[src/rtl/ssd_mux_driver.sv]
// ssd_mux_driver: 4-digit multiplexed seven-segment driver showing SS.hh from BCD inputs
module ssd_mux_driver #(
  parameter int REFRESH_DIV = 100000,
  parameter int GUARD       = 2,
  parameter bit ACTIVE_LOW  = 1'b1
) (
  input  logic       clk,
  input  logic       reset,
  input  logic [7:0] milli,
  input  logic [7:0] sec,
  input  logic       blank_lz,
  output logic [3:0] an,
  output logic [6:0] seg,
  output logic       dp
);
  localparam int CW = $clog2(REFRESH_DIV);
  localparam logic [3:0] AN_X = {4{ACTIVE_LOW}};
  localparam logic [6:0] SEG_X = {7{ACTIVE_LOW}};
  logic [CW-1:0] r_cnt;
  logic [1:0]    r_idx;
  logic [15:0]   r_snap;
  logic          w_wrap;
  logic          w_on;
  logic [3:0]    w_dig;
  logic [6:0]    w_dec;
  assign w_wrap = r_cnt == CW'(REFRESH_DIV - 1);
  assign w_dig  = r_snap[{r_idx, 2'b00} +: 4];
  // The guard window at the start of every slot keeps the previous digit from ghosting.
  assign w_on   = (r_cnt >= CW'(GUARD)) && !(blank_lz && r_idx == 2'd3 && r_snap[15:12] == 4'd0);
  always_comb begin
    w_dec = 7'h40;
    case (w_dig)
      4'd0: w_dec = 7'h3F;
      4'd1: w_dec = 7'h06;
      4'd2: w_dec = 7'h5B;
      4'd3: w_dec = 7'h4F;
      4'd4: w_dec = 7'h66;
      4'd5: w_dec = 7'h6D;
      4'd6: w_dec = 7'h7D;
      4'd7: w_dec = 7'h07;
      4'd8: w_dec = 7'h7F;
      4'd9: w_dec = 7'h6F;
      default: w_dec = 7'h40;
    endcase
  end
  always_ff @(posedge clk) begin
    if (reset) begin
      r_cnt  <= '0;
      r_idx  <= 2'd0;
      r_snap <= 16'd0;
      an     <= AN_X;
      seg    <= SEG_X;
      dp     <= ACTIVE_LOW;
    end else begin
      r_cnt <= w_wrap ? '0 : r_cnt + 1'b1;
      if (w_wrap) r_idx <= r_idx + 2'd1;
      // One snapshot per scan so a single refresh never mixes two input values.
      if (r_idx == 2'd0 && r_cnt == '0) r_snap <= {sec, milli};
      an  <= (w_on ? 4'b0001 << r_idx : 4'b0000) ^ AN_X;
      seg <= (w_on ? w_dec : 7'h00) ^ SEG_X;
      dp  <= (w_on && r_idx == 2'd2) ^ ACTIVE_LOW;
    end
  end
endmodule
[config.mk]
export PLATFORM = sky130hd
export DESIGN_NAME = ssd_mux_driver
export DESIGN_NICKNAME = d
export VERILOG_FILES = /design/src/rtl/ssd_mux_driver.sv
export SDC_FILE = /design/constraint.sdc
export NUM_CORES = 1
export LEC_CHECK = 0
export ABC_CLOCK_PERIOD_IN_PS = 2100
export CORE_ASPECT_RATIO = 2
export CORE_MARGIN = 4
export CORE_UTILIZATION = 53
export DETAILED_ROUTE_END_ITERATION = 8
export PLACE_DENSITY = 0.78
export SYNTH_ARGS = -nofsm -noshare
export SYNTH_HDL_FRONTEND = slang
export SYNTH_SLANG_ARGS = --single-unit
[constraint.sdc]
create_clock -name clk -period 2.1 [get_ports clk]
set_input_delay 0.42 -clock clk [delete_from_list [all_inputs] [get_ports clk]]
set_output_delay 0.42 -clock clk [all_outputs]
set_load 0.01 [all_outputs]
==> impl_metrics.py, run 1 <==
metrics = {
    "synthesis": {
        "syn-cell-area_mm2": 0.00215,
        "syn_nets": 265,
        "yosysSeqAreaShare": 0.429,
        "synth_area_per_cell_um2": 9.18,
        "ys_seq_elements": 46,
        "synthCells": 234,
        "ys_types": 41,
        "ys_warn_count": 0,
    },
    "timing": {
        "drv_slew": 0,
        "skew_ps": 11.6,
        "max_clock_freq_ghz": 0.520,
        "period_needed_ps": 1920,
        "setup_violations": 0,
        "fin_crit_sh": 0.915,
        "hold_violations": 0,
        "setup_tns_ps": 0,
        "timing.slew.headroom": 0.732,
        "max_slew.worst_pin.slew_ps": 402,
        "rsz0062_at_grt": "false",
    },
    "floorplan": {
        "dieArea_mm2": 0.00520,
        "io_pins": 31,
        "dieWidth_um": 53.0,
        "coreArea_mm2": 0.00388,
        "floorplan.initialDensity": 0.553,
        "num_rows": 32,
        "die_h_um": 98.0,
    },
    "worst_hold_path": {
        "min_path_cells": 1,
        "holdCritPathClass": "reg -> reg",
        "hold_start": "r_cnt[0]$_SDFF_PP0_",
        "holdPathEnd": "r_cnt[0]$_SDFF_PP0_",
    },
    "worst_setup_path": {
        "r2r_start": "r_idx[0]$_SDFFE_PP0P_",
        "cp-end-kind": "flip-flop",
        "r2r-end": "seg[1]$_SDFF_PP1_",
        "critPathSlowestCell": "mux4_2",
        "crit_type": "reg -> reg",
        "cp.arrival_ps": 2100,
        "slowest_delay_ps": 620,
        "crit_chain": "mux4_2, inv_1, ha_1, and2_1, nand2b_1",
        "reg2reg_depth": 5,
        "start_kind": "flip-flop",
        "crit_required_ps": 2280,
        "reg2reg_slack_ps": 180,
        "path_max_fanout": 8,
    },
    "global_route": {
        "grtUsageTotal": 0.199,
        "grt_pass1_vias": 1806,
        "grt_first_pass_wirelength_um": 7760,
        "grt_max_degree": 19,
        "antenna_found_initial": 0,
        "grt.overflow.total": 0,
    },
    "power": {
        "ir_drop_v": 0.000493,
        "leakage_uw": 0.000967,
        "power-per-cell-area_mw_per_mm2": 727,
    },
    "route": {
        "wl_per_cell_um": 14.7,
        "drt_iter0_drc": 32,
        "wl_um": 4590,
        "drc": 0,
        "num_vias": 1776,
        "ant_nets": 0,
        "firstDrtPassIters": 4,
        "viasPerCell": 5.69,
    },
    "clocking": {
        "insertion_delay_ps": 300,
        "cts_made_buffers": 5,
        "clock_sink_count": 46,
        "cts_root_buf": "clkbuf_8",
        "cts_tree": "done",
        "cts_hold_buf": 0,
        "post_cts_buffers": 0,
        "clock_path_buffers": 2,
        "path_clk_slew_ps": 90,
        "cts_resized": 0,
        "htreeDepth": 2,
    },
    "final_layout": {
        "finish.utilization": 0.659,
        "diodes": 0,
        "drive_gt1_frac": 0.0881,
        "fin_area_mm2": 0.00256,
        "num-nets-final": 291,
        "syn2layout_area_growth_pct": 19.2,
    },
    "placement": {
        "hpwl_um": 3520,
        "numPortBuffers": 30,
        "place_area_mm2": 0.00245,
        "gp_congestion": 0.830,
    },
    "flow_run": {
        "cap_violations": 0,
    },
    "status": {
        "status": "finished clean",
    },
}
==> final cells by class <==
cell class | instances | area, um2
multi-input combinational | 165 | 1100
tap | 51 | 63.8
clock buffer | 5 | 68.8
sequential | 46 | 921
clock inverter | 3 | 40.0
inverter | 7 | 26.3
fill | 346 | 1320
timing repair buffer | 35 | 338
==> flip-flops by register name (all words and copies together), names as in the netlist <==
| signal | flops |
|---|---|
| r_cnt | 17 |
| r_idx | 2 |
| r_snap | 16 |
| seg | 7 |
| an | 4 |
==> logic make-up after synthesis <==
logic type | Yosys count | share of synthesized area
fa+ha+maj | 12 | 0.0699
xor+xnor | 11 | 0.0448
mux | 5 | 0.0466
compound gates | 54 | 0.135
buf+inv | 23 | 0.0577
simple gates | 83 | 0.218
flops | 46 | 0.429
==> critical path: cells and delay by family (launching register included) <==
| family | cells | cell delay (ps) |
|---|---|---|
| muxes | 1 | 620 |
| DFF | 1 | 560 |
| and+or+nand+nor | 2 | 280 |
| adders and majority gates | 1 | 230 |
| buffers and inverters | 1 | 120 |
==> routing by layer <==
layer | part of all wire | wire (um) | global-route usage | vias up
met1 | 0.35 | 1610 | 0.189 | 832
met4 | 0.040 | 184 | 0.108 | 0
met3 | 0.043 | 197 | 0.0397 | 18
li1 | - | - | - | 875
met2 | 0.57 | 2590 | 0.370 | 51
met5 | 0 | 0 | 0 | -
==> layout by cell type, fill, tap and decap left out, types with 2 or more instances in the layout <==
cell / synthesis / layout
o21ai_0: 25 / 25
nand2b_1: 2 / 2
dfxtp_1: 46 / 46
buf_4: 3 / 5
nor4_1: 3 / 3
clkbuf_8: 0 / 5
inv_1: 7 / 7
mux4_2: 4 / 4
nand4_1: 6 / 6
clkdlybuf4s50_1: 0 / 30
and3_1: 3 / 3
xnor2_1: 2 / 2
clkinv_2: 0 / 2
nand3_1: 21 / 21
nor2b_1: 3 / 3
nor2_1: 16 / 16
xor2_1: 9 / 9
and2_1: 3 / 3
and4_1: 4 / 4
or3_1: 2 / 2
a21oi_1: 22 / 22
nand2_1: 11 / 11
ha_1: 12 / 12
==> Yosys cell counts <==
cell	count	area share
a31oi_1	1	0.0029
nor4_2	1	0.0058
xor2_1	9	0.037
and2_0	1	0.0029
inv_1	7	0.012
nor2_1	16	0.028
or3_1	2	0.0058
or3_2	1	0.0035
buf_2	2	0.0047
nor3_1	1	0.0023
nor4_1	3	0.0087
clkbuf_1	7	0.012
dfxtp_1	46	0.43
nand3_1	21	0.049
mux4_2	4	0.042
nand4_4	1	0.0099
nand2_1	11	0.019
or4b_4	1	0.0064
or4_1	1	0.0035
o21bai_1	1	0.0035
and2_1	3	0.0087
xnor2_1	2	0.0082
o31ai_1	1	0.0035
a21oi_2	1	0.0041
o311a_1	1	0.0047
ha_1	12	0.070
and4_1	4	0.016
clkbuf_2	1	0.0023
buf_4	3	0.010
o21ai_0	25	0.058
nor4b_1	1	0.0041
buf_6	3	0.016
o21ai_1	1	0.0023
mux2i_1	1	0.0047
nor2b_1	3	0.0087
or2_2	1	0.0029
o31a_1	1	0.0041
a21oi_1	22	0.051
nand4_1	6	0.017
nand2b_1	2	0.0058
and3_1	3	0.0087
==> how the worst max path moves through the flow <==
stage / from / end / depth (start not counted)
after floorplan: r_idx[0]$_SDFFE_PP0P_ / seg[1]$_SDFF_PP1_ / 6
after global placement: r_idx[0]$_SDFFE_PP0P_ / seg[1]$_SDFF_PP1_ / 5
after detailed placement: r_idx[0]$_SDFFE_PP0P_ / seg[1]$_SDFF_PP1_ / 5
after CTS: r_idx[0]$_SDFFE_PP0P_ / seg[3]$_SDFF_PP1_ / 5
after global routing: r_idx[0]$_SDFFE_PP0P_ / seg[3]$_SDFF_PP1_ / 5
final: r_idx[0]$_SDFFE_PP0P_ / seg[1]$_SDFF_PP1_ / 5
==> power breakdown <==
part	internal, uW	total [uW]	switching (uW)
Combinational	133	265	131
Clock	350	642	291
Sequential	925	956	31.1
Total	1410	1860	454
==> metrics by stage <==
step                      hold WS, ps  worst slack (ps)  cells  total power [uW]
after floorplan                   425               370    234              1130
after global placement            436               237    304              1240
after detailed placement          452               185    304              1240
after CTS                         473               171    312              1880
after global routing              520              14.4    312              1950
final                             469               179    312              1860
No activity file was read; power rests on OpenSTA's default activity.
==> run 2, diff against run 1 <==
--- a/config.mk
+++ b/config.mk
@@ -5,7 +5,6 @@
 export SDC_FILE = /design/constraint.sdc
 export NUM_CORES = 1
 export LEC_CHECK = 0
-export ABC_CLOCK_PERIOD_IN_PS = 2100
 export CORE_ASPECT_RATIO = 2
 export CORE_MARGIN = 4
 export CORE_UTILIZATION = 53
==> results of run 2 <==
Same layout as run 1: the final DEF is identical, and so are final timing and power.
==> RTL change 1 (settings of run 2) <==
`REFRESH_DIV`: 100000 -> 25000.
--- a/src/rtl/ssd_mux_driver.sv
+++ b/src/rtl/ssd_mux_driver.sv
@@ -2,3 +2,3 @@
 module ssd_mux_driver #(
-  parameter int REFRESH_DIV = 100000,
+  parameter int REFRESH_DIV = 25000,
   parameter int GUARD       = 2,
Function: no difference found for any inputs over 10 cycles, from zero or initial values and one cycle with reset high; that may be too few to reach the edited logic, so the function may still have changed.
==> RTL change 1 against run 2 <==
Sequential power is 4.2% lower. Via count is 12% lower. Routed wire length is 16% lower. Combinational power is 5% higher. Sequential cell count is 2 lower. Area after synthesis is 7.3% lower. Setup slack better by 55 ps. Core utilization is 1.4 points higher. Final area is 5.1% lower. Total power is 2.4% lower. Hold slack worse by 19 ps. Final cell count is 2.9% lower. Synthesized cell count is 5.6% lower.
==> RTL change 1: results (changes against run 2) <==
| Metric | Value |
|---|---|
| Top Layer Used | met4 (unchanged) |
| WHS Endpoint | r_snap[0] (was r_cnt[0]) |
| Worst vdd ir | 0.572 mV (was 0.493 mV) |
| HP Class | reg2reg (unchanged) |
| Post-DP HPWL | 3.03 mm (was 3.52 mm) |
| Commonest cells post-synth | dfxtp_1, nand2_1, a21oi_1 (was dfxtp_1, o21ai_0, a21oi_1) |
| Biggest regs | r_snap x16, r_cnt x15, seg x7 (was r_cnt x17, r_snap x16, seg x7) |
| Met3 Use GR | 3.63% (was 3.97%) |
| Multiplexer share of the synthesized area | 5.72% (was 4.66%) |
| Cells after DPL | 295 (was 304) |
| R2r endpoint | seg[1] (unchanged) |
| First-pass GRT wire length | 6.72 mm (was 7.76 mm) |
| Crit Path Max Fanout | 5 (was 8) |
| FMAX | 536 MHz (was 520 MHz) |
| CTS H-tree lvls | 2 (unchanged) |
| Maximum clock insertion buffer count | 2 (unchanged) |
| Met2 Use GR | 34.9% (was 37.0%) |
| Clock skew | 7.77 ps (was 11.6 ps) |
| Dpl cell area | 2320 um2 (was 2450 um2) |
| Xor/xnor cell area share of the yosys netlist | 5.28% (was 4.48%) |
| R2r worst-path depth | 6 (was 5) |
| Worst Hold Slack | 450 ps (was 469 ps) |
| Met3 WL | 105 um (was 197 um) |
| Compound-gate portion of the synthesized area | 9.17% (was 13.5%) |
| DR WL/cell | 12.8 um (was 14.7 um) |
| Kind of end point of the critical path | flop (unchanged) |
| Met2 wire length | 2.21 mm (was 2.59 mm) |
| Warnings from Yosys | 0 (unchanged) |
| Total Wirelength | 3.87 mm (was 4.59 mm) |
| RePlAce Congestion | 0.822 (was 0.830) |
| R2R Setup Slk | 230 ps (was 180 ps) |
| Leak pwr | 0.939 nW (was 0.967 nW) |
| Synth Net Count | 252 (was 265) |
| 1st-iter DRT viols | 23 (was 32) |
| Outcome | finished, final reports clean (unchanged) |
| Cts bufs inserted | 5 (unchanged) |
| Fraction of registers with async set/reset | 0% (unchanged) |
| Via count | 1557 (was 1776) |
| Layout Nets | 284 (was 291) |
| Cells after Synth | 221 (was 234) |
| M1 GR Usage | 17.8% (was 18.9%) |
| Layout cell share with drive strength beyond 1 | 7.87% (was 8.81%) |
| Sequential-to-total area share from yosys stat | 44.2% (was 42.9%) |
| Synth Area in Adders | 7.54% (was 6.99%) |
| Synth area leaders | dfxtp_1, nand2_1, ha_1, a21oi_1, nor2_1 (was dfxtp_1, ha_1, o21ai_0, a21oi_1, nand3_1) |
| WHS Path Cells | 2 (was 1) |
| Metal1 wirelength | 1.43 mm (was 1.61 mm) |
| Clock slew at reported path FFs | 80 ps |
| Port buffer count | 30 (unchanged) |
| Critical path arrival | 2030 ps (was 2100 ps) |
| Hold Crit Start | r_snap[0] (was r_cnt[0]) |
| Tot GR Track Use | 18.3% (was 19.9%) |
| Count of cell types in the netlist | 38 (was 41) |
| Cts repair resizes | 0 (unchanged) |
| Antenna cells | 0 (unchanged) |
| Max-slew headroom | 70.0% (was 73.2%) |
[RTL change 1: cell count changes in the layout (fill, tap and decap cells not counted), sizes merged, moves of 3 or more]
cell          run 2  this run
nand3            21         5
o21ai            26         8
nand4             7         4
inv               7        10
nand2            11        42
nor2             16        19
nor2b             3         0
[RTL change 1: worst max-delay path, cell delays in order, from the launching register on]
cell,delay [ps]
dfxtp_1,420
buf_4,180
mux4_2,540
inv_1,140
ha_1,260
a21oi_1,120
o21ai_0,80
[RTL change 1: area by class of cell]
type | instances | area (um2)
fill | 315 | 1180
multi-input combinational | 156 | 997
sequential | 44 | 881
timing repair buffer | 36 | 345
clock buffer | 6 | 72.6
tap | 49 | 61.3
inverter | 10 | 37.5
clock inverter | 2 | 35.0
[RTL change 1: power breakdown]
part	switching (mW)	internal (mW)
Combinational	0.136	0.141
Clock	0.272	0.353
Sequential	0.0295	0.887
==> RTL change 2 (flow settings as in run 2) <==
Made on the original files. Put one more register stage on the output `an`. The value now appears one clock later. The other outputs are not delayed to match.
--- a/src/rtl/ssd_mux_driver.sv
+++ b/src/rtl/ssd_mux_driver.sv
@@ -18,2 +18,4 @@
   localparam logic [6:0] SEG_X = {7{ACTIVE_LOW}};
+
+  logic [3:0] an_s0;
   logic [CW-1:0] r_cnt;
@@ -50,3 +52,3 @@
       r_snap <= 16'd0;
-      an     <= AN_X;
+      an_s0  <= AN_X;
       seg    <= SEG_X;
@@ -58,3 +60,3 @@
       if (r_idx == 2'd0 && r_cnt == '0) r_snap <= {sec, milli};
-      an  <= (w_on ? 4'b0001 << r_idx : 4'b0000) ^ AN_X;
+      an_s0 <= (w_on ? 4'b0001 << r_idx : 4'b0000) ^ AN_X;
       seg <= (w_on ? w_dec : 7'h00) ^ SEG_X;
@@ -63,2 +65,6 @@
   end
+  always_ff @(posedge clk) begin
+    an <= an_s0;
+  end
+
 endmodule
Formal check against the unedited RTL: not equivalent (a bounded check fails within 4 cycles, from zero or initial values and one cycle with reset high).
==> RTL change 2 against run 2 <==
Sequential share of layout area grew 1.5 points. Setup slack got worse by 19 ps. Final area is 4.4% higher. Sequential power up 9%. Total power up 3.8%. Sequential cell count is 4 higher. Clock power shrank 3%. Global-route usage is 0.51 points higher. Area after synthesis up 4.5%. Final cell count up 0.96%. Routed wire length grew 7.7%. Critical endpoint unchanged. Synthesized cell count is 0.85% lower. Non-clock buffer count increased by 1.
==> RTL change 2: results (changes against run 2) <==
| Metric | Value |
|---|---|
| Layout Nets | 293 (was 291) |
| Via count | 1804 (was 1776) |
| R2r worst-path depth | 5 (unchanged) |
| DR WL/cell | 15.7 um (was 14.7 um) |
| Crit path largest cell delay | ~610 ps |
| Largest net degree at the start of global routing | 17 (was 19) |
| Critical R2R Launch | r_idx[0] (unchanged) |
| Synth area leaders | dfxtp_1, ha_1, o21ai_0, a21oi_1, nand3_1 (unchanged) |
| Non-filler cells, final | 315 (was 312) |
| Final hold violation count | 0 (unchanged) |
| Clk root buf | clkbuf_8 (unchanged) |
| Sequential-to-total area share from yosys stat | 44.6% (was 42.9%) |
| Mean Syn Cell Area | 9.68 um2 (was 9.18 um2) |
| Slowest stage cell, crit path | mux4_2 (unchanged) |
| Clock skew | 7.78 ps (was 11.6 ps) |
| 1st-iter DRT viols | 39 (was 32) |
| Worst Hold Slack | 334 ps (was 469 ps) |
| Port buffer count | 30 (unchanged) |
| Setup WS pre-CTS | 154 ps (was 185 ps) |
| Setup Buffers After CTS | 0 (unchanged) |
| Cells after DPL | 307 (was 304) |
| Critical path arrival | 2140 ps (was 2100 ps) |
| Hold Crit Start | an_s0[1] (was r_cnt[0]) |
| Register share of total power | 53.6% (was 51.3%) |
| R2R Setup Slk | 160 ps (was 180 ps) |
| Antenna cells | 0 (unchanged) |
| Internal | 1.47 mW (was 1.41 mW) |
| Synth Net Count | 263 (was 265) |
| Comb power frac | between 10 and 15% |
| Seq. pwr | 1.04 mW (was 956 uW) |
| WHS Endpoint | an[1] (was r_cnt[0]) |
| WHS Path Cells | 0 (was 1) |
| Clock slew at reported path FFs | about 80 ps |
| Maximum clock insertion buffer count | 2 (unchanged) |
| Count of cell types in the netlist | 45 (was 41) |
| First-pass GRT wire length | 8.15 mm (was 7.76 mm) |
| Layout cell share with drive strength beyond 1 | 11.0% (was 8.81%) |
| R2r endpoint | seg[1] (unchanged) |
| RePlAce Congestion | 0.866 (was 0.830) |
| Actual slew at the worst max-slew pin | 547 ps (was 402 ps) |
| CP top delay family | multiplexers (unchanged) |
| Worst vdd ir | 0.679 mV (was 0.493 mV) |
| Crit Path Max Fanout | 8 (unchanged) |
| Biggest regs | r_cnt x17, r_snap x16, seg x7 (unchanged) |
| Dpl cell area | 2560 um2 (was 2450 um2) |
| Warnings from Yosys | 0 (unchanged) |
| Outcome | finished, final reports clean (unchanged) |
| CTS H-tree lvls | 2 (unchanged) |
| Post-DP HPWL | 3.91 mm (was 3.52 mm) |
| Tot GR Track Use | 20.4% (was 19.9%) |
| Worst-Skew Late Latency | 300 ps (about the same) |
| Antenna violations before repair | 0 (unchanged) |
| HP Class | reg2reg (unchanged) |
| First drt pass iteration count | 4 (unchanged) |
| Vias in the first global route | 1870 (was 1806) |
| Fill cells | 345 (was 346) |
| Fraction of registers with async set/reset | 0% (unchanged) |
| Leak pwr | 1.00 nW (was 0.967 nW) |
| Commonest cells post-synth | dfxtp_1, o21ai_0, a21oi_1 (unchanged) |
[RTL change 2: cell types whose count changed in the layout (fill, tap and decap cells not counted), moves of 2 or more]
cell             run 2  this run
dfxtp_1             46        50
clkbuf_8             5         8
nand2_1             11         8
and3_1               3         1
and4_1               4         2
clkinv_2             2         0
nor2b_1              3         1
[RTL change 2: routing by layer]
metal	part of all wire, %	vias to the layer above	global-route usage, %
met5	0	-	0
met4	4.0	0	10.7
met3	3.5	15	3.71
met2	59	57	38.6
met1	33	850	19.1
li1	-	882	-
[RTL change 2: cells by family (layout without fill, tap and decap cells)]
logic type	after synthesis	in the layout	share of synthesized area (%)
AND/OR/NAND/NOR	79	79	21.3
AO/OA/AOI/OAI	55	55	13.5
flip-flops	50	50	44.6
buffers and inverters	20	51	5.18
adder cells (fa/ha/maj)	12	12	6.69
XOR/XNOR	11	11	4.29
multiplexers	5	5	4.46
[RTL change 2: how the worst max path moves through the flow]
| stage | slack [ps] | start | end |
|---|---|---|---|
| 2_1_floorplan | 370 | r_idx[0] | seg[1] |
| 3_3_place_gp | 230 | r_idx[0] | seg[1] |
| 3_5_place_dp | 150 | r_idx[0] | seg[1] |
| 4_1_cts | 140 | r_idx[0] | seg[1] |
| 5_1_grt | 30 | r_idx[0] | seg[3] |
| 6_report | 160 | r_idx[0] | seg[1] |
[RTL change 2: what timing repair did]
item,CTS,global route
hold buffers,0,0
setup endpoints to repair,0,5
gates resized for setup,0,1
[RTL change 2: area by class of cell]
| type | instances | area [um2] | share of cell area, % |
|---|---|---|---|
| multi-input cells | 162 | 1130 | 42.1 |
| flip-flops and latches | 50 | 1000 | 37.4 |
| repair buffers | 36 | 345 | 12.9 |
| clock buffers | 8 | 110 | 4.12 |
| well taps | 52 | 65.1 | 2.43 |
| inverters | 7 | 26.3 | 0.982 |
